File: src/rtl/coproc_pipe_if.sv
// Instruction issue, result retire and debug-read signals of the coprocessor pipeline.
interface coproc_pipe_if #(
  parameter int unsigned DATA_W = 6,
  parameter int unsigned ADDR_W = 4
);
  logic              in_valid;
  logic [3:0]        cmd_id;
  logic [ADDR_W-1:0] op0_id;
  logic [ADDR_W-1:0] op1_id;
  logic [ADDR_W-1:0] dst_id;

  logic              res_valid;
  logic [DATA_W-1:0] res_data;
  logic [ADDR_W-1:0] res_dst;
  logic              res_zero;
  logic              res_carry;
  logic              res_illegal;

  logic [ADDR_W-1:0] dbg_addr;
  logic [DATA_W-1:0] dbg_data;

  modport master (
    output in_valid, cmd_id, op0_id, op1_id, dst_id, dbg_addr,
    input  res_valid, res_data, res_dst, res_zero, res_carry, res_illegal, dbg_data
  );

  modport slave (
    input  in_valid, cmd_id, op0_id, op1_id, dst_id, dbg_addr,
    output res_valid, res_data, res_dst, res_zero, res_carry, res_illegal, dbg_data
  );
endinterface

File: src/rtl/coproc_pipe.sv
// Four-stage coprocessor: S1 latch, S2 regfile read, S3 ALU, S4 result/writeback.
// Optional saturation and a full write-back bypass keep the pipe stall-free.
module coproc_pipe #(
  parameter int unsigned DATA_W = 6,
  parameter int unsigned ADDR_W = 4,
  parameter int unsigned SAT    = 0,
  parameter int unsigned FWD    = 1
) (
  input  logic          clk,
  input  logic          reset,
  coproc_pipe_if.slave  bus
);
  localparam int unsigned XW    = DATA_W + 1;
  localparam int unsigned DEPTH = 1 << ADDR_W;

  localparam logic [3:0] CMD_INC  = 4'd0;
  localparam logic [3:0] CMD_DEC  = 4'd1;
  localparam logic [3:0] CMD_NOT  = 4'd2;
  localparam logic [3:0] CMD_RAND = 4'd3;
  localparam logic [3:0] CMD_ROR  = 4'd4;
  localparam logic [3:0] CMD_ADD  = 4'd5;
  localparam logic [3:0] CMD_SUB  = 4'd6;
  localparam logic [3:0] CMD_AND  = 4'd7;
  localparam logic [3:0] CMD_OR   = 4'd8;
  localparam logic [3:0] CMD_XOR  = 4'd9;
  localparam logic [3:0] CMD_SHL  = 4'd10;
  localparam logic [3:0] CMD_SHR  = 4'd11;
  localparam logic [3:0] CMD_PASS = 4'd12;

  logic              v_s1_q, v_s1_d;
  logic [3:0]        cmd_s1_q, cmd_s1_d;
  logic [ADDR_W-1:0] src0_s1_q, src0_s1_d, src1_s1_q, src1_s1_d, dst_s1_q, dst_s1_d;

  logic              v_s3_q, v_s3_d;
  logic [3:0]        cmd_s3_q, cmd_s3_d;
  logic [ADDR_W-1:0] src0_s3_q, src0_s3_d, src1_s3_q, src1_s3_d, dst_s3_q, dst_s3_d;
  logic [DATA_W-1:0] opa_s3_q, opa_s3_d, opb_s3_q, opb_s3_d;

  logic              res_valid_q, res_valid_d;
  logic [DATA_W-1:0] res_data_q, res_data_d;
  logic [ADDR_W-1:0] res_dst_q, res_dst_d;
  logic              res_zero_q, res_zero_d;
  logic              res_carry_q, res_carry_d;
  logic              res_illegal_q, res_illegal_d;

  logic [DATA_W-1:0] rf_q [DEPTH];
  logic [DATA_W-1:0] rf_d [DEPTH];

  logic              wb_en;
  logic              fwd_en;
  logic [DATA_W-1:0] rd0, rd1, op_a, op_b, alu_data;
  logic [XW-1:0]     wide;
  logic              alu_carry, alu_illegal, arith, is_sub;

  // S4 is the only bypass source: anything older has already been written back.
  always_comb begin
    wb_en  = res_valid_q && !res_illegal_q;
    fwd_en = (FWD != 0) && wb_en;
    rd0    = (fwd_en && (res_dst_q == src0_s1_q)) ? res_data_q : rf_q[src0_s1_q];
    rd1    = (fwd_en && (res_dst_q == src1_s1_q)) ? res_data_q : rf_q[src1_s1_q];
    op_a   = (fwd_en && (res_dst_q == src0_s3_q)) ? res_data_q : opa_s3_q;
    op_b   = (fwd_en && (res_dst_q == src1_s3_q)) ? res_data_q : opb_s3_q;
  end

  // ALU; arithmetic runs one bit wider so the top bit is carry/borrow.
  always_comb begin
    wide        = '0;
    alu_data    = '0;
    alu_carry   = 1'b0;
    alu_illegal = 1'b0;
    arith       = 1'b0;
    is_sub      = 1'b0;
    case (cmd_s3_q)
      CMD_INC:  begin wide = XW'(op_b) + XW'(1);    arith = 1'b1; end
      CMD_DEC:  begin wide = XW'(op_b) - XW'(1);    arith = 1'b1; is_sub = 1'b1; end
      CMD_ADD:  begin wide = XW'(op_a) + XW'(op_b); arith = 1'b1; end
      CMD_SUB:  begin wide = XW'(op_a) - XW'(op_b); arith = 1'b1; is_sub = 1'b1; end
      CMD_NOT:  alu_data = ~op_b;
      CMD_RAND: alu_data = DATA_W'(&op_b);
      CMD_ROR:  alu_data = DATA_W'(|op_b);
      CMD_AND:  alu_data = op_a & op_b;
      CMD_OR:   alu_data = op_a | op_b;
      CMD_XOR:  alu_data = op_a ^ op_b;
      CMD_SHL:  begin alu_data = op_b << 1; alu_carry = op_b[DATA_W-1]; end
      CMD_SHR:  begin alu_data = op_b >> 1; alu_carry = op_b[0]; end
      CMD_PASS: alu_data = op_a;
      default:  alu_illegal = 1'b1;
    endcase
    if (arith) begin
      if ((SAT != 0) && wide[DATA_W]) begin
        alu_data  = is_sub ? '0 : '1;
        alu_carry = 1'b1;
      end else begin
        alu_data  = wide[DATA_W-1:0];
        alu_carry = wide[DATA_W];
      end
    end
  end

  always_comb begin
    v_s1_d    = bus.in_valid;
    cmd_s1_d  = bus.in_valid ? bus.cmd_id : cmd_s1_q;
    src0_s1_d = bus.in_valid ? bus.op0_id : src0_s1_q;
    src1_s1_d = bus.in_valid ? bus.op1_id : src1_s1_q;
    dst_s1_d  = bus.in_valid ? bus.dst_id : dst_s1_q;

    v_s3_d    = v_s1_q;
    cmd_s3_d  = v_s1_q ? cmd_s1_q  : cmd_s3_q;
    src0_s3_d = v_s1_q ? src0_s1_q : src0_s3_q;
    src1_s3_d = v_s1_q ? src1_s1_q : src1_s3_q;
    dst_s3_d  = v_s1_q ? dst_s1_q  : dst_s3_q;
    opa_s3_d  = v_s1_q ? rd0       : opa_s3_q;
    opb_s3_d  = v_s1_q ? rd1       : opb_s3_q;

    // Result fields hold their last values through bubbles.
    res_valid_d   = v_s3_q;
    res_data_d    = v_s3_q ? alu_data            : res_data_q;
    res_dst_d     = v_s3_q ? dst_s3_q            : res_dst_q;
    res_zero_d    = v_s3_q ? (alu_data == '0)    : res_zero_q;
    res_carry_d   = v_s3_q ? alu_carry           : res_carry_q;
    res_illegal_d = v_s3_q ? alu_illegal         : res_illegal_q;

    rf_d = rf_q;
    if (wb_en) rf_d[res_dst_q] = res_data_q;
  end

  always_ff @(posedge clk) begin
    if (reset) begin
      v_s1_q        <= 1'b0;
      cmd_s1_q      <= '0;
      src0_s1_q     <= '0;
      src1_s1_q     <= '0;
      dst_s1_q      <= '0;
      v_s3_q        <= 1'b0;
      cmd_s3_q      <= '0;
      src0_s3_q     <= '0;
      src1_s3_q     <= '0;
      dst_s3_q      <= '0;
      opa_s3_q      <= '0;
      opb_s3_q      <= '0;
      res_valid_q   <= 1'b0;
      res_data_q    <= '0;
      res_dst_q     <= '0;
      res_zero_q    <= 1'b0;
      res_carry_q   <= 1'b0;
      res_illegal_q <= 1'b0;
      rf_q          <= '{default: '0};
    end else begin
      v_s1_q        <= v_s1_d;
      cmd_s1_q      <= cmd_s1_d;
      src0_s1_q     <= src0_s1_d;
      src1_s1_q     <= src1_s1_d;
      dst_s1_q      <= dst_s1_d;
      v_s3_q        <= v_s3_d;
      cmd_s3_q      <= cmd_s3_d;
      src0_s3_q     <= src0_s3_d;
      src1_s3_q     <= src1_s3_d;
      dst_s3_q      <= dst_s3_d;
      opa_s3_q      <= opa_s3_d;
      opb_s3_q      <= opb_s3_d;
      res_valid_q   <= res_valid_d;
      res_data_q    <= res_data_d;
      res_dst_q     <= res_dst_d;
      res_zero_q    <= res_zero_d;
      res_carry_q   <= res_carry_d;
      res_illegal_q <= res_illegal_d;
      rf_q          <= rf_d;
    end
  end

  assign bus.res_valid   = res_valid_q;
  assign bus.res_data    = res_data_q;
  assign bus.res_dst     = res_dst_q;
  assign bus.res_zero    = res_zero_q;
  assign bus.res_carry   = res_carry_q;
  assign bus.res_illegal = res_illegal_q;
  assign bus.dbg_data    = rf_q[bus.dbg_addr];
endmodule

File: src/flat_wrapper.sv
// flat-port wrapper written by rule: the top's interface ports become plain ports
module coproc_pipe_flat 
#(
  parameter int unsigned DATA_W = 6,
  parameter int unsigned ADDR_W = 4,
  parameter int unsigned SAT    = 0,
  parameter int unsigned FWD    = 1
)
  (clk, reset, bus_in_valid, bus_cmd_id, bus_op0_id, bus_op1_id, bus_dst_id, bus_dbg_addr, bus_res_valid, bus_res_data, bus_res_dst, bus_res_zero, bus_res_carry, bus_res_illegal, bus_dbg_data);
  coproc_pipe_if #(.DATA_W(DATA_W), .ADDR_W(ADDR_W)) bus_i ();
  input  logic clk;
  input  logic reset;
  input wire logic [$bits(bus_i.in_valid)-1:0] bus_in_valid;
  input wire logic [$bits(bus_i.cmd_id)-1:0] bus_cmd_id;
  input wire logic [$bits(bus_i.op0_id)-1:0] bus_op0_id;
  input wire logic [$bits(bus_i.op1_id)-1:0] bus_op1_id;
  input wire logic [$bits(bus_i.dst_id)-1:0] bus_dst_id;
  input wire logic [$bits(bus_i.dbg_addr)-1:0] bus_dbg_addr;
  output wire logic [$bits(bus_i.res_valid)-1:0] bus_res_valid;
  output wire logic [$bits(bus_i.res_data)-1:0] bus_res_data;
  output wire logic [$bits(bus_i.res_dst)-1:0] bus_res_dst;
  output wire logic [$bits(bus_i.res_zero)-1:0] bus_res_zero;
  output wire logic [$bits(bus_i.res_carry)-1:0] bus_res_carry;
  output wire logic [$bits(bus_i.res_illegal)-1:0] bus_res_illegal;
  output wire logic [$bits(bus_i.dbg_data)-1:0] bus_dbg_data;
  assign bus_i.in_valid = bus_in_valid;
  assign bus_i.cmd_id = bus_cmd_id;
  assign bus_i.op0_id = bus_op0_id;
  assign bus_i.op1_id = bus_op1_id;
  assign bus_i.dst_id = bus_dst_id;
  assign bus_i.dbg_addr = bus_dbg_addr;
  assign bus_res_valid = bus_i.res_valid;
  assign bus_res_data = bus_i.res_data;
  assign bus_res_dst = bus_i.res_dst;
  assign bus_res_zero = bus_i.res_zero;
  assign bus_res_carry = bus_i.res_carry;
  assign bus_res_illegal = bus_i.res_illegal;
  assign bus_dbg_data = bus_i.dbg_data;
  coproc_pipe #(.DATA_W(DATA_W), .ADDR_W(ADDR_W), .SAT(SAT), .FWD(FWD)) u_core (.clk(clk), .reset(reset), .bus(bus_i));
endmodule
File: config.mk
export PLATFORM = sky130hd
export DESIGN_NAME = coproc_pipe_flat
export DESIGN_NICKNAME = d
export VERILOG_FILES = /design/src/rtl/coproc_pipe_if.sv /design/src/rtl/coproc_pipe.sv /design/src/flat_wrapper.sv
export SDC_FILE = /design/constraint.sdc
export NUM_CORES = 1
export LEC_CHECK = 0
export BUFFER_PORTS_ARGS = -buffer_cell sky130_fd_sc_hd__buf_4
export CORE_ASPECT_RATIO = 0.9
export CORE_MARGIN = 8
export CORE_UTILIZATION = 59
export CTS_CLUSTER_SIZE = 10
export DETAILED_ROUTE_END_ITERATION = 7
export MAX_ROUTING_LAYER = met4
export PLACE_DENSITY = 0.81
export SYNTH_ARGS = -nofsm -noshare
export SYNTH_HDL_FRONTEND = slang
export SYNTH_SLANG_ARGS = --single-unit
File: constraint.sdc
create_clock -name clk -period 4.9 [get_ports clk]
set_input_delay 0.98 -clock clk [delete_from_list [all_inputs] [get_ports clk]]
set_output_delay 0.98 -clock clk [all_outputs]
set_load 0.01 [all_outputs]
Yosys cells after proc, flatten, opt, wreduce, memory -nomap -nowiden
Index checks and enable logic that the tools add are counted.

storage, ports and cells
  bits of input ports = 23
  output and inout port bits = 20
  bits in read-only memories = 0
  bits in latches = 0
  RAM bits = 0
  memories kept = 0
  register bits after elaboration = 156

operators by class
  shift-type cells = 0
  divide/modulo/power cells = 0
  $mul = 0
  bitwise logic cells = 8
  add/subtract/negate cells = 4
  order comparisons = 5
  equal/unequal tests = 16
  muxes and demuxes = 23
  reduce and logical (&&, ||, !) cells = 13

operator list
  cell                   number
  $bwmux W96             1
  $bmux W6 S4            3
  $mux W6                12
  $pmux W6 S9            1
  $pmux W7 S4            1
  $demux W6 S4           1
  $eq A4 B4 Y1 const B   5
  $ge A5 B5 Y1 const B   4
  $not A4 Y5             4
  $eq A4 B3 Y1 const B   4
  $eq A4 B4 Y1           4
  $reduce_or A13 Y1      1
  $eq A4 B2 Y1 const B   2
  $add A6 B1 Y7 const B  1
  $add A6 B6 Y7          1
  $sub A6 B1 Y7 const B  1
  $sub A6 B6 Y7          1
  $and A6 B6 Y6          1
  $logic_and A1 B1 Y1    6
  $logic_not A6 Y1       1
  $not A6 Y6             1
  $or A6 B6 Y6           1
  $reduce_and A6 Y1      1
  $reduce_or A6 Y1       1
  other kinds (8)        10

Logic depth before layout (Yosys ltp)
Gate-level depths: netlist (run 1).

  depth in word-level cells = 8
  mapped depth = 19
  mapped depth without buffers = 17

Worst setup path before layout (run 1)
OpenSTA, ideal clock, no wires.

  kind = input to output
  start point = input bus_dbg_addr[0]
  end point = output bus_dbg_data[0]
  setup slack = 1.046 ns
  data arrival time = 2.874 ns
  data required time = 3.920 ns
  stages on the path = 4
  cells stage by stage = clkbuf_1 > buf_1 > mux4_2 > mux4_2

on the way
  word-level cells in the longest chain between the ends = 4

RTL lines
  what                                        RTL line            source
  start, declared                             flat_wrapper.sv:18  input wire logic [$bits(bus_i.dbg_addr)-1:0] bus_dbg_addr;
  $not A4 Y5 (not written as such)            coproc_pipe.sv:177  assign bus.dbg_data = rf_q[bus.dbg_addr];
  $bmux W6 S4                                 coproc_pipe.sv:177
  $mux W6 (not written as such) (2 in a row)  coproc_pipe.sv:177
  end, declared                               flat_wrapper.sv:25  output wire logic [$bits(bus_i.dbg_data)-1:0] bus_dbg_data;

No other way between the ends. The select of a mux whose other input is x is not followed.

Worst setup path in the final report (run 1)
  start point = register u_core.res_dst_q[0], in the netlist u_core.bus.res_dst[0]
  end point = register u_core.res_zero_q, in the netlist u_core.bus.res_zero

on the way
  word-level cells in the longest chain between the ends = 7
  elaborated cells on any way between the ends = 20
  classes of those cells = 4 x add/sub; 2 x eq/ne; 5 x mux; 4 x bitwise; 5 x reduce/logical

RTL lines
  what                                               RTL line                              source
  start, declared                                    coproc_pipe.sv:41                     logic [ADDR_W-1:0] res_dst_q, res_dst_d;
  start signal, assigned                             coproc_pipe.sv:163                    res_dst_q <= res_dst_d;
  $eq A4 B4 Y1 (on tied branches)                    coproc_pipe.sv:61, coproc_pipe.sv:62
  $logic_and A1 B1 Y1 (on tied branches)             coproc_pipe.sv:61, coproc_pipe.sv:62
  $mux W6 (on tied branches)                         coproc_pipe.sv:61, coproc_pipe.sv:62
  $sub A6 B6 Y7, or another cell as far along        coproc_pipe.sv:77                     CMD_SUB: begin wide = XW'(op_a) - XW'(op_b); arith = 1'b1; is_sub = 1'b1; end
  $pmux W7 S4 / $pmux W6 S9 (equally long branches)  coproc_pipe.sv:73                     case (cmd_s3_q)
  $mux W6 *                                          coproc_pipe.sv:89                     if (arith) begin
  $logic_not A6 Y1 *                                 coproc_pipe.sv:119                    res_zero_d = v_s3_q ? (alu_data == '0) : res_zero_q;
  end signal, assigned                               coproc_pipe.sv:164                    res_zero_q <= res_zero_d;
  end, declared                                      coproc_pipe.sv:42                     logic res_zero_q, res_zero_d;

Every way passes the cells marked *; elsewhere a longest branch is shown, timed or not.
A chain may end at the register's enable or synchronous reset.

==> impl_metrics.env, run 1 <==
export IMPL_outcome="completed"
export IMPL_most_common_layout_cells="153 x dfxtp_1, 150 x nor2_1, 107 x mux2i_1, 90 x mux4_2, 68 x nand2_1"
export IMPL_cts_clk_slew_worst_paths_ns=0.06
export IMPL_p_leak_nw=4.01
export IMPL_rsz0062_at_grt="no"
export IMPL_post_cts_setup_buffers=0
export IMPL_period_needed_ns=4.16
export IMPL_wl_um=29300
export IMPL_cp_arrival_ns=4.50
export IMPL_hold_path_depth=2
export IMPL_num_nets_final=1033
export IMPL_timing_final_crit_share_pct=84.8
export IMPL_p_int_w=0.00222
export IMPL_insertion_delay_ns=0.43
export IMPL_finalHoldViolCount=0
export IMPL_cp_cell_sequence="xnor2_2 > and2_1 > nand2_2 > mux2i_1 > xnor2_1 > ha_1 > nor2b_1 > o21a_1 > nor3_1 > nor3_1 > or3_1 > a2111oi_2 > nand4b_1 > o32ai_1"
export IMPL_whs_endpoint="u_core.opa_s3_q[1]"
export IMPL_core_area_um2=16200
export IMPL_r2r_cells=14
export IMPL_die_h_um=138
export IMPL_io_buffers=42
export IMPL_synth_nets=1045
export IMPL_required_ns=5.24
export IMPL_final_setup_skew_ns=0.0107
export IMPL_combPwrFrac_pct=11.9
export IMPL_cp_top_family="simple AND/OR/NAND/NOR gates"
export IMPL_power_switching_w=0.000848
export IMPL_syn_inst=1001
export IMPL_root_buffer="clkbuf_16"
export IMPL_maxCapViolations=0
export IMPL_critical_path_buf_inv_count=0
export IMPL_slowest_delay_ns=0.69
export IMPL_num_rows=44
export IMPL_synth_async_reset_ratio_pct=0
export IMPL_r2r_start="u_core.bus.res_dst[0]"
export IMPL_cts_sinks=156
export IMPL_end_kind="flop"
export IMPL_peakVddDrop_mv=0.273
export IMPL_grt_pass1_wl_um=45300
export IMPL_fmax_mhz=241
export IMPL_power_frac_seq_pct=43.8
export IMPL_r2r_end="u_core.bus.res_zero"
export IMPL_hp_class="flop to flop"
export IMPL_start_util_pct=60.5
export IMPL_die_x_um=152
export IMPL_power_w=0.00307
export IMPL_slowest_stage="dfxtp_1"
export IMPL_synth_cell_types=73
export IMPL_cts_tree="done"
export IMPL_gp_congestion=0.960
export IMPL_maxSlewHeadroom_pct=26.6
export IMPL_areaGrowthSynthToFinish_pct=9.31
export IMPL_cpMostUsedCell="nor3_1"
export IMPL_via_count=8166
export IMPL_grt_pass1_vias=7808
export IMPL_ios=43
export IMPL_grt_ovfl_total=0
export IMPL_switching_share_pct=27.7
export IMPL_grt_max_degree=68
export IMPL_pwr_share_clk_pct=44.4
export IMPL_postSynthAreaPerCell_um2=9.79
export IMPL_netlist_area_um2=9800
export IMPL_cts_buffers=17
export IMPL_ant_nets=0
export IMPL_finalNonFillerCells=1209
export IMPL_yosysSeqAreaShare_pct=31.9
export IMPL_ctsHoldBuffers=0
export IMPL_drt_pass1_iterations=8
export IMPL_grt_usage_pct=28.0
export IMPL_antenna_found_initial=1
export IMPL_hpwl_um=20200
export IMPL_cts_resized=0
export IMPL_drc=0
export IMPL_worstMarginPinSlew_ns=1.09
export IMPL_fin_tns_setup_ns=0
export IMPL_drive_gt1_share_pct=20.4
export IMPL_final_common_cell="dfxtp_1"
export IMPL_drt_iter0_markers=1173
export IMPL_synth_seq_cells=156
export IMPL_avgViaCountPerCell=6.75
export IMPL_dieArea_um2=21000
export IMPL_synth_edf_count=0
export IMPL_final_setup_viol_count=0
export IMPL_place_inst=1177
export IMPL_cts_max_path_buffers=2
export IMPL_synth_ff_type="dfxtp_1"
export IMPL_pwr_density_cell_nw_per_um2=286
export IMPL_start_kind="flop"
export IMPL_critical_path_max_fanout=12
export IMPL_hold_path_startpoint="u_core.opa_s3_q[1]"
export IMPL_rrSetupSlack_ns=0.74
export IMPL_htreeDepth=4
export IMPL_ys_warn_count=0
export IMPL_path_class="flop to flop"
export IMPL_wire_per_inst_um=24.2
export IMPL_drv_slew=0
==> metal layers <==
metal  GRT usage, %  up-vias  part of all wire, %
met5              -        -                    0
met1           36.3     3902                   41
li1               -     3655                    -
met3           6.91      105                   10
met4           10.1        0                  3.8
met2           41.8      504                   45
==> registers in the layout, indices dropped and copies added, names as in the netlist, 6 cells and up <==
| signal | count |
|---|---|
| u_core.opb_s3_q | 6 |
| u_core.rf_q | 96 |
| u_core.opa_s3_q | 6 |
| u_core.bus.res_data | 6 |
==> power groups by stage <==
stage	sequential [W]	clock, W	combinational [W]
3_3_place_gp	0.00137	0	0.000356
6_report	0.00134	0.00136	0.000364
2_1_floorplan	0.00133	0	0.000293
5_1_grt	0.00135	0.00142	0.000393
4_1_cts	0.00134	0.00136	0.000359
3_5_place_dp	0.00137	0	0.000357
==> synthesized netlist by cell type (3+ instances only) <==
cell | count | share of area, %
dfxtp_1 | 156 | 32
nor2_1 | 150 | 5.7
mux2i_1 | 107 | 11
mux4_2 | 90 | 21
nand2_1 | 68 | 2.6
clkbuf_1 | 63 | 2.4
a21oi_1 | 56 | 2.9
nand3_1 | 39 | 2.0
inv_1 | 22 | 0.84
ha_1 | 19 | 2.4
nor3_1 | 18 | 0.92
a211oi_1 | 17 | 1.3
o21ai_0 | 16 | 0.82
nor2b_1 | 14 | 0.89
xnor2_1 | 14 | 1.3
buf_2 | 13 | 0.66
buf_1 | 8 | 0.31
xor2_1 | 8 | 0.72
and2_1 | 6 | 0.38
nor4_1 | 6 | 0.38
o21a_1 | 6 | 0.46
or3_1 | 6 | 0.38
nand2b_1 | 5 | 0.32
o2111ai_1 | 5 | 0.45
a21o_1 | 4 | 0.31
nand4_1 | 4 | 0.26
nor3b_1 | 4 | 0.31
o211ai_1 | 4 | 0.31
o32ai_1 | 4 | 0.36
or2_2 | 4 | 0.26
and3_1 | 3 | 0.19
buf_4 | 3 | 0.23
buf_6 | 3 | 0.34
nand3b_1 | 3 | 0.23
o21ai_1 | 3 | 0.15
xnor2_2 | 3 | 0.50
==> worst max path at each step <==
stage	cells past startpoint	from	slack, ns	endpoint
after global routing	14	u_core.bus.res_dst[0]	0.44	u_core.bus.res_zero
after detailed placement	14	u_core.bus.res_dst[0]	0.79	u_core.bus.res_zero
after global placement	14	u_core.bus.res_dst[1]	0.92	u_core.bus.res_zero
after CTS	14	u_core.bus.res_dst[0]	0.79	u_core.bus.res_zero
after floorplan	4	bus_dbg_addr[0]	1.05	bus_dbg_data[0]
final	14	u_core.bus.res_dst[0]	0.74	u_core.bus.res_zero
==> through the flow <==
step	utilization, %	area, µm²	setup WS (ns)	hold WS [ns]
floorplan	-	9800	1.05	0.453
global placement	62.5	10100	0.917	0.461
detailed placement	62.5	10100	0.792	0.476
CTS	66.2	10700	0.792	0.485
global route	66.2	10700	0.441	0.511
finish	66.2	10700	0.742	0.490
==> cells by family (layout without fill, tap and decap cells) <==
group | count (synthesis) | count (layout) | synth area share, %
fa+ha+maj | 21 | 21 | 2.83
flops | 156 | 156 | 31.9
simple gates | 343 | 343 | 16.1
buf+inv | 114 | 114 | 4.88
other cells | 0 | 1 | 0
mux | 197 | 197 | 31.6
compound gates | 144 | 144 | 9.96
xor+xnor | 26 | 26 | 2.75
==> worst reg2reg max path, delay by kind of cell (launching register included) <==
kind	cells	cell delay [ns]
DFF	1	0.69
xor gates and xnor gates	2	0.37
and+or+nand+nor	7	1.59
muxes	1	0.45
AOI/OAI and AO/OA	3	0.60
adders and majority gates	1	0.38
==> final cells by class <==
class                           count  area, µm²
Inverter                           24       90.1
Sequential cell                   156       3130
Tap cell                          207        259
Antenna cell                        1       2.50
Multi-Input combinational cell    731       6200
Fill cell                        1270       5470
Clock inverter                     13        153
Timing Repair Buffer               59        443
Clock buffer                       18        439
Note: power is estimated with default switching activity, not from simulation.
==> inputs of run 2 (changes only) <==
--- a/config.mk
+++ b/config.mk
@@ -8,11 +8,11 @@
 export BUFFER_PORTS_ARGS = -buffer_cell sky130_fd_sc_hd__buf_4
 export CORE_ASPECT_RATIO = 0.9
 export CORE_MARGIN = 8
-export CORE_UTILIZATION = 59
+export CORE_UTILIZATION = 57
 export CTS_CLUSTER_SIZE = 10
 export DETAILED_ROUTE_END_ITERATION = 7
 export MAX_ROUTING_LAYER = met4
-export PLACE_DENSITY = 0.81
+export PLACE_DENSITY = 0.82
 export SYNTH_ARGS = -nofsm -noshare
 export SYNTH_HDL_FRONTEND = slang
 export SYNTH_SLANG_ARGS = --single-unit
==> constraint.sdc (replaced) <==
create_clock -name clk -period 3.7 [get_ports clk]
set_input_delay 0.74 -clock clk [delete_from_list [all_inputs] [get_ports clk]]
set_output_delay 0.74 -clock clk [all_outputs]
set_load 0.01 [all_outputs]
==> impl_metrics.env, run 2 (synthesis gave the netlist of run 1 again) <==
export IMPL_fin_tns_setup_ns=0
export IMPL_fin_area_um2=11100
export IMPL_areaGrowthSynthToFinish_pct=13.5
export IMPL_die_h_um=140
export IMPL_io_buffers=42
export IMPL_fmax_mhz=285
export IMPL_avgViaCountPerCell=6.82
export IMPL_drt_pass1_iterations=8
export IMPL_wire_per_inst_um=24.1
export IMPL_timing_final_crit_share_pct=94.9
export IMPL_final_common_cell="dfxtp_1"
export IMPL_final_setup_skew_ns=0.00907
export IMPL_hold_path_startpoint="u_core.rf_q[39]"
export IMPL_wl_um=30100
export IMPL_finalHoldViolCount=0
export IMPL_r2r_cells=15
export IMPL_worstMarginPinSlew_ns=1.00
export IMPL_r2r_start="u_core.src1_s3_q[0]"
export IMPL_gp_congestion=1.08
export IMPL_hpwl_um=21000
export IMPL_num_rows=45
export IMPL_dieArea_um2=21600
export IMPL_end_kind="flop"
export IMPL_maxCapViolations=0
export IMPL_grt_pass1_wl_um=47400
export IMPL_power_frac_seq_pct=42.1
export IMPL_peakVddDrop_mv=0.336
export IMPL_switching_share_pct=27.3
export IMPL_p_int_w=0.00305
export IMPL_pwr_share_clk_pct=45.2
export IMPL_grt_pass1_vias=8249
export IMPL_ios=43
export IMPL_cts_sinks=156
export IMPL_power_switching_w=0.00115
export IMPL_grt_ovfl_total=0
export IMPL_grt_usage_pct=28.8
export IMPL_via_count=8541
export IMPL_maxSlewHeadroom_pct=32.8
export IMPL_cts_buffers=17
export IMPL_cp_endpoint="u_core.bus.res_zero"
export IMPL_largest_reg_flops=96
export IMPL_cp_arrival_ns=3.84
export IMPL_drc=0
export IMPL_path_class="flop to flop"
export IMPL_period_needed_ns=3.51
export IMPL_combPwrFrac_pct=12.7
export IMPL_finish_utilization_pct=66.1
export IMPL_start_util_pct=58.2
export IMPL_rrSetupSlack_ns=0.19
export IMPL_hp_class="flop to flop"
export IMPL_most_common_layout_cells="151 x dfxtp_1, 149 x nor2_1, 106 x mux2i_1, 96 x buf_4, 90 x mux4_2"
export IMPL_htreeDepth=4
export IMPL_outcome="completed"
export IMPL_diodes=0
export IMPL_die_x_um=154
export IMPL_drive_gt1_share_pct=24.9
export IMPL_placed_area_um2=10400
export IMPL_drv_slew=0
export IMPL_r2r_end="u_core.bus.res_zero"
export IMPL_rsz0062_at_grt="no"
export IMPL_top_register="u_core.rf_q"
export IMPL_final_setup_viol_count=0
export IMPL_cts_max_path_buffers=2
export IMPL_grt_max_degree=87
export IMPL_core_area_um2=16800
export IMPL_cp_startpoint="u_core.src1_s3_q[0]"
export IMPL_p_leak_nw=4.25
export IMPL_num_nets_final=1072
export IMPL_start_kind="flop"
export IMPL_insertion_delay_ns=0.43
export IMPL_drt_iter0_markers=1076
export IMPL_fillers=1282
export IMPL_ant_nets=0
export IMPL_antenna_found_initial=0
export IMPL_cts_tree="done"
export IMPL_cts_clk_slew_worst_paths_ns=0.07
export IMPL_critical_path_max_fanout=6
export IMPL_root_buffer="clkbuf_16"
export IMPL_required_ns=4.03
export IMPL_pwr_density_cell_nw_per_um2=377
[run 2: cell types whose count changed in the layout (fill, tap and decap cells not counted), sizes merged]
cell      delta
bufinv       +1
inv          +2
clkinvlp     -2
diode        -1
buf         +39
[run 2: power groups by stage]
stage	Clock (W)	Sequential (W)	Combinational (W)
after global routing	0.00198	0.00177	0.000576
after detailed placement	0	0.00180	0.000514
final	0.00190	0.00177	0.000534
after floorplan	0	0.00176	0.000388
after global placement	0	0.00180	0.000510
after CTS	0.00191	0.00176	0.000518
[run 2: critical path, cell delays in order, from the launching register on]
cell and delay [ns]:
dfxtp_1 0.34, xnor2_2 0.26, and2_4 0.25, nand2_2 0.10
or3_1 0.31, o311ai_0 0.12, xnor2_1 0.20, ha_2 0.35
nor2b_1 0.14, o21a_1 0.17, nor3_1 0.13, nor3_1 0.07
or3_1 0.42, a2111oi_2 0.29, nand4b_1 0.14, o32ai_1 0.13
[run 2: repair_timing]
action / CTS / global route
hold buffers: 0 / 0
hold endpoints to repair: 0 / 0
setup buffers: 0 / 1
gates resized for setup: 0 / 17
endpoints found under the setup margin: 0 / 3
[run 2: how the worst min path moves through the flow]
stage,endpoint,slack (ns),cells after the start
4_1_cts,u_core.rf_q[39],0.48,2
2_1_floorplan,u_core.rf_q[78],0.45,2
5_1_grt,u_core.bus.res_carry,0.51,2
3_5_place_dp,u_core.rf_q[39],0.47,2
3_3_place_gp,u_core.rf_q[83],0.46,2
6_report,u_core.rf_q[39],0.49,2
[run 2: cell type report]
class	count	area (µm²)	area share, %
clock inverter	14	194	1.74
sequential	156	3130	28.1
timing repair buffer	98	761	6.84
inverter	24	90.1	0.810
clock buffer	18	439	3.95
tap	211	264	2.37
multi-input combinational	731	6250	56.2
[run 2: layer usage]
layer / vias up / routed length [µm] / GRT usage (%) / part of all wire (%)
met5: - / 0 / - / 0
met4: 0 / 1390 / 13.7 / 4.6
met3: 122 / 3140 / 6.37 / 10
met2: 600 / 14200 / 44.9 / 47
met1: 4101 / 11400 / 35.0 / 38
li1: 3718 / - / - / -
[run 2: per-stage QoR]
step | instances | worst slack [ns] | hold slack, ns | power, W
after CTS | 1251 | 0.0625 | 0.483 | 0.00419
after global routing | 1252 | 0.0194 | 0.507 | 0.00433
after detailed placement | 1219 | 0.102 | 0.473 | 0.00232
final | 1252 | 0.190 | 0.486 | 0.00420
after floorplan | 1001 | 0.201 | 0.453 | 0.00215
after global placement | 1219 | 0.176 | 0.462 | 0.00231
==> inputs of run 3 (changes only) <==
--- a/config.mk
+++ b/config.mk
@@ -11,8 +11,10 @@
 export CORE_UTILIZATION = 57
 export CTS_CLUSTER_SIZE = 10
 export DETAILED_ROUTE_END_ITERATION = 7
+export GPL_ROUTABILITY_DRIVEN = 0
 export MAX_ROUTING_LAYER = met4
 export PLACE_DENSITY = 0.82
+export RECOVER_POWER = 25
 export SYNTH_ARGS = -nofsm -noshare
 export SYNTH_HDL_FRONTEND = slang
 export SYNTH_SLANG_ARGS = --single-unit
==> impl_metrics.env, run 3 (synthesis gave the netlist of run 1 again) <==
export IMPL_outcome="finished with violations"
export IMPL_violations="DRC, capacitance limit, slew limit"
export IMPL_ios=43
export IMPL_pwr_share_clk_pct=44.1
export IMPL_avgViaCountPerCell=6.86
export IMPL_antenna_found_initial=0
export IMPL_grt_pass1_vias=8180
export IMPL_peakVddDrop_mv=0.347
export IMPL_cpMostUsedCell="nor3_1"
export IMPL_grt_pass1_wl_um=45100
export IMPL_fillers=1241
export IMPL_p_int_w=0.00296
export IMPL_io_buffers=42
export IMPL_power_frac_seq_pct=43.3
export IMPL_grt_usage_pct=27.1
export IMPL_drt_iter0_markers=1340
export IMPL_timing_final_crit_share_pct=95.6
export IMPL_end_kind="flop"
export IMPL_fmax_mhz=283
export IMPL_num_rows=45
export IMPL_drive_gt1_share_pct=23.9
export IMPL_ant_nets=0
export IMPL_most_common_layout_cells="152 x dfxtp_1, 149 x nor2_1, 105 x mux2i_1, 90 x mux4_2, 88 x buf_4"
export IMPL_final_common_cell="dfxtp_1"
export IMPL_final_setup_viol_count=0
export IMPL_num_nets_final=1065
export IMPL_cts_clk_slew_worst_paths_ns=0.07
export IMPL_finalHoldViolCount=0
export IMPL_drc=2
export IMPL_cp_cell_sequence="xnor2_2 > nand3_2 > buf_4 > o21ai_0 > and2_1 > inv_1 > xnor2_1 > ha_1 > nor3_1 > nor3_1 > or3_1 > a2111oi_2 > nand4b_1 > o32ai_1"
export IMPL_top_register="u_core.rf_q"
export IMPL_via_count=8546
export IMPL_grt_ovfl_total=0
export IMPL_path_class="flop to flop"
export IMPL_core_area_um2=16800
export IMPL_wl_um=28800
export IMPL_required_ns=4.05
export IMPL_drv_slew=99
export IMPL_final_setup_skew_ns=0.0137
export IMPL_maxCapViolations=2
export IMPL_grt_max_degree=75
export IMPL_pwr_density_cell_nw_per_um2=372
export IMPL_start_kind="flop"
export IMPL_diodes=0
export IMPL_combPwrFrac_pct=12.6
export IMPL_insertion_delay_ns=0.44
export IMPL_power_w=0.00409
export IMPL_wire_per_inst_um=23.1
export IMPL_multi_input_area_um2=6250
export IMPL_largest_reg_flops=96
export IMPL_die_h_um=140
export IMPL_areaGrowthSynthToFinish_pct=12.2
export IMPL_cts_buffers=17
export IMPL_root_buffer="clkbuf_16"
export IMPL_hpwl_um=19600
export IMPL_period_needed_ns=3.54
export IMPL_drt_pass1_iterations=8
export IMPL_maxSlewHeadroom_pct=-57.7
export IMPL_critical_path_max_fanout=10
export IMPL_hp_class="flop to flop"
export IMPL_htreeDepth=4
export IMPL_ctsHoldBuffers=0
export IMPL_power_switching_w=0.00113
export IMPL_p_leak_nw=4.16
export IMPL_slowest_stage="o21ai_0"
export IMPL_cp_arrival_ns=3.88
export IMPL_worstMarginPinSlew_ns=2.37
export IMPL_cts_max_path_buffers=2
export IMPL_holdWs_ns=0.483
export IMPL_rsz0062_at_grt="no"
export IMPL_start_util_pct=58.2
export IMPL_switching_share_pct=27.6
export IMPL_fin_tns_setup_ns=0
export IMPL_cts_tree="done"
export IMPL_dieArea_um2=21600
export IMPL_slowest_delay_ns=0.47
export IMPL_die_x_um=154
export IMPL_cts_sinks=156
export IMPL_area_sequential_um2=3130
-- run 3: cell types whose count changed in the layout (fill, tap and decap cells not counted), moves of 2 or more --
cell        before  now
inv_8            3    1
clkinvlp_4       0    3
buf_4           96   88
mux2i_2          0    2
buf_12           2    0
clkbuf_1         0    4
inv_6            6    4
-- run 3: area by class of cell --
type	instances	area share, %
multi-input cells	731	56.8
flip-flops and latches	156	28.4
repair buffers	91	6.11
clock buffers	19	4.03
well taps	211	2.40
clock inverters	13	1.41
inverters	24	0.819
-- run 3: power groups by stage --
stage	Combinational (W)	Sequential, W	Clock (W)
global placement	0.000486	0.00180	0
detailed placement	0.000495	0.00181	0
floorplan	0.000388	0.00176	0
CTS	0.000499	0.00177	0.00181
finish	0.000514	0.00177	0.00180
global route	0.000552	0.00177	0.00187
-- run 3: final timing paths --
check,from,depth (start not counted),endpoint,slack [ns]
setup / recovery,u_core.src1_s3_q[3],14,u_core.bus.res_zero,0.16
hold / removal,u_core.rf_q[60],2,u_core.rf_q[60],0.48
setup reg to reg,u_core.src1_s3_q[3],14,u_core.bus.res_zero,0.16
hold reg to reg,u_core.rf_q[60],2,u_core.rf_q[60],0.48
-- run 3: stage by stage --
| stage | instance area, µm² | instances | utilization, % | setup slack [ns] |
|---|---|---|---|---|
| finish | 11000 | 1245 | 65.3 | 0.164 |
| global placement | 10400 | 1210 | 61.5 | 0.160 |
| floorplan | 9800 | 1001 | - | 0.201 |
| CTS | 11000 | 1242 | 65.0 | 0.0384 |
| detailed placement | 10400 | 1210 | 61.5 | 0.0692 |
| global route | 11000 | 1245 | 65.3 | 0.0295 |
-- run 3: worst max-delay path, delay by kind of cell (launching register included) --
kind                       cells  cell delay (ns)
and+or+nand+nor                6             1.24
AOI/OAI and AO/OA              3             0.89
DFF                            1             0.34
xor gates and xnor gates       2             0.33
adders and majority gates      1             0.33
buffers and inverters          2             0.31
-- run 3: layer usage --
| layer | GRT usage, % | up-vias | wire length [µm] |
|---|---|---|---|
| li1 | - | 3712 | - |
| met4 | 14.9 | 0 | 1620 |
| met2 | 41.8 | 614 | 13300 |
| met1 | 32.9 | 4060 | 10600 |
| met3 | 5.69 | 160 | 3320 |
| met5 | - | - | 0 |
-- run 3: repair_timing --
action	CTS	global route
resized for setup	0	17
setup endpoints to repair	0	3
setup buffers	0	3
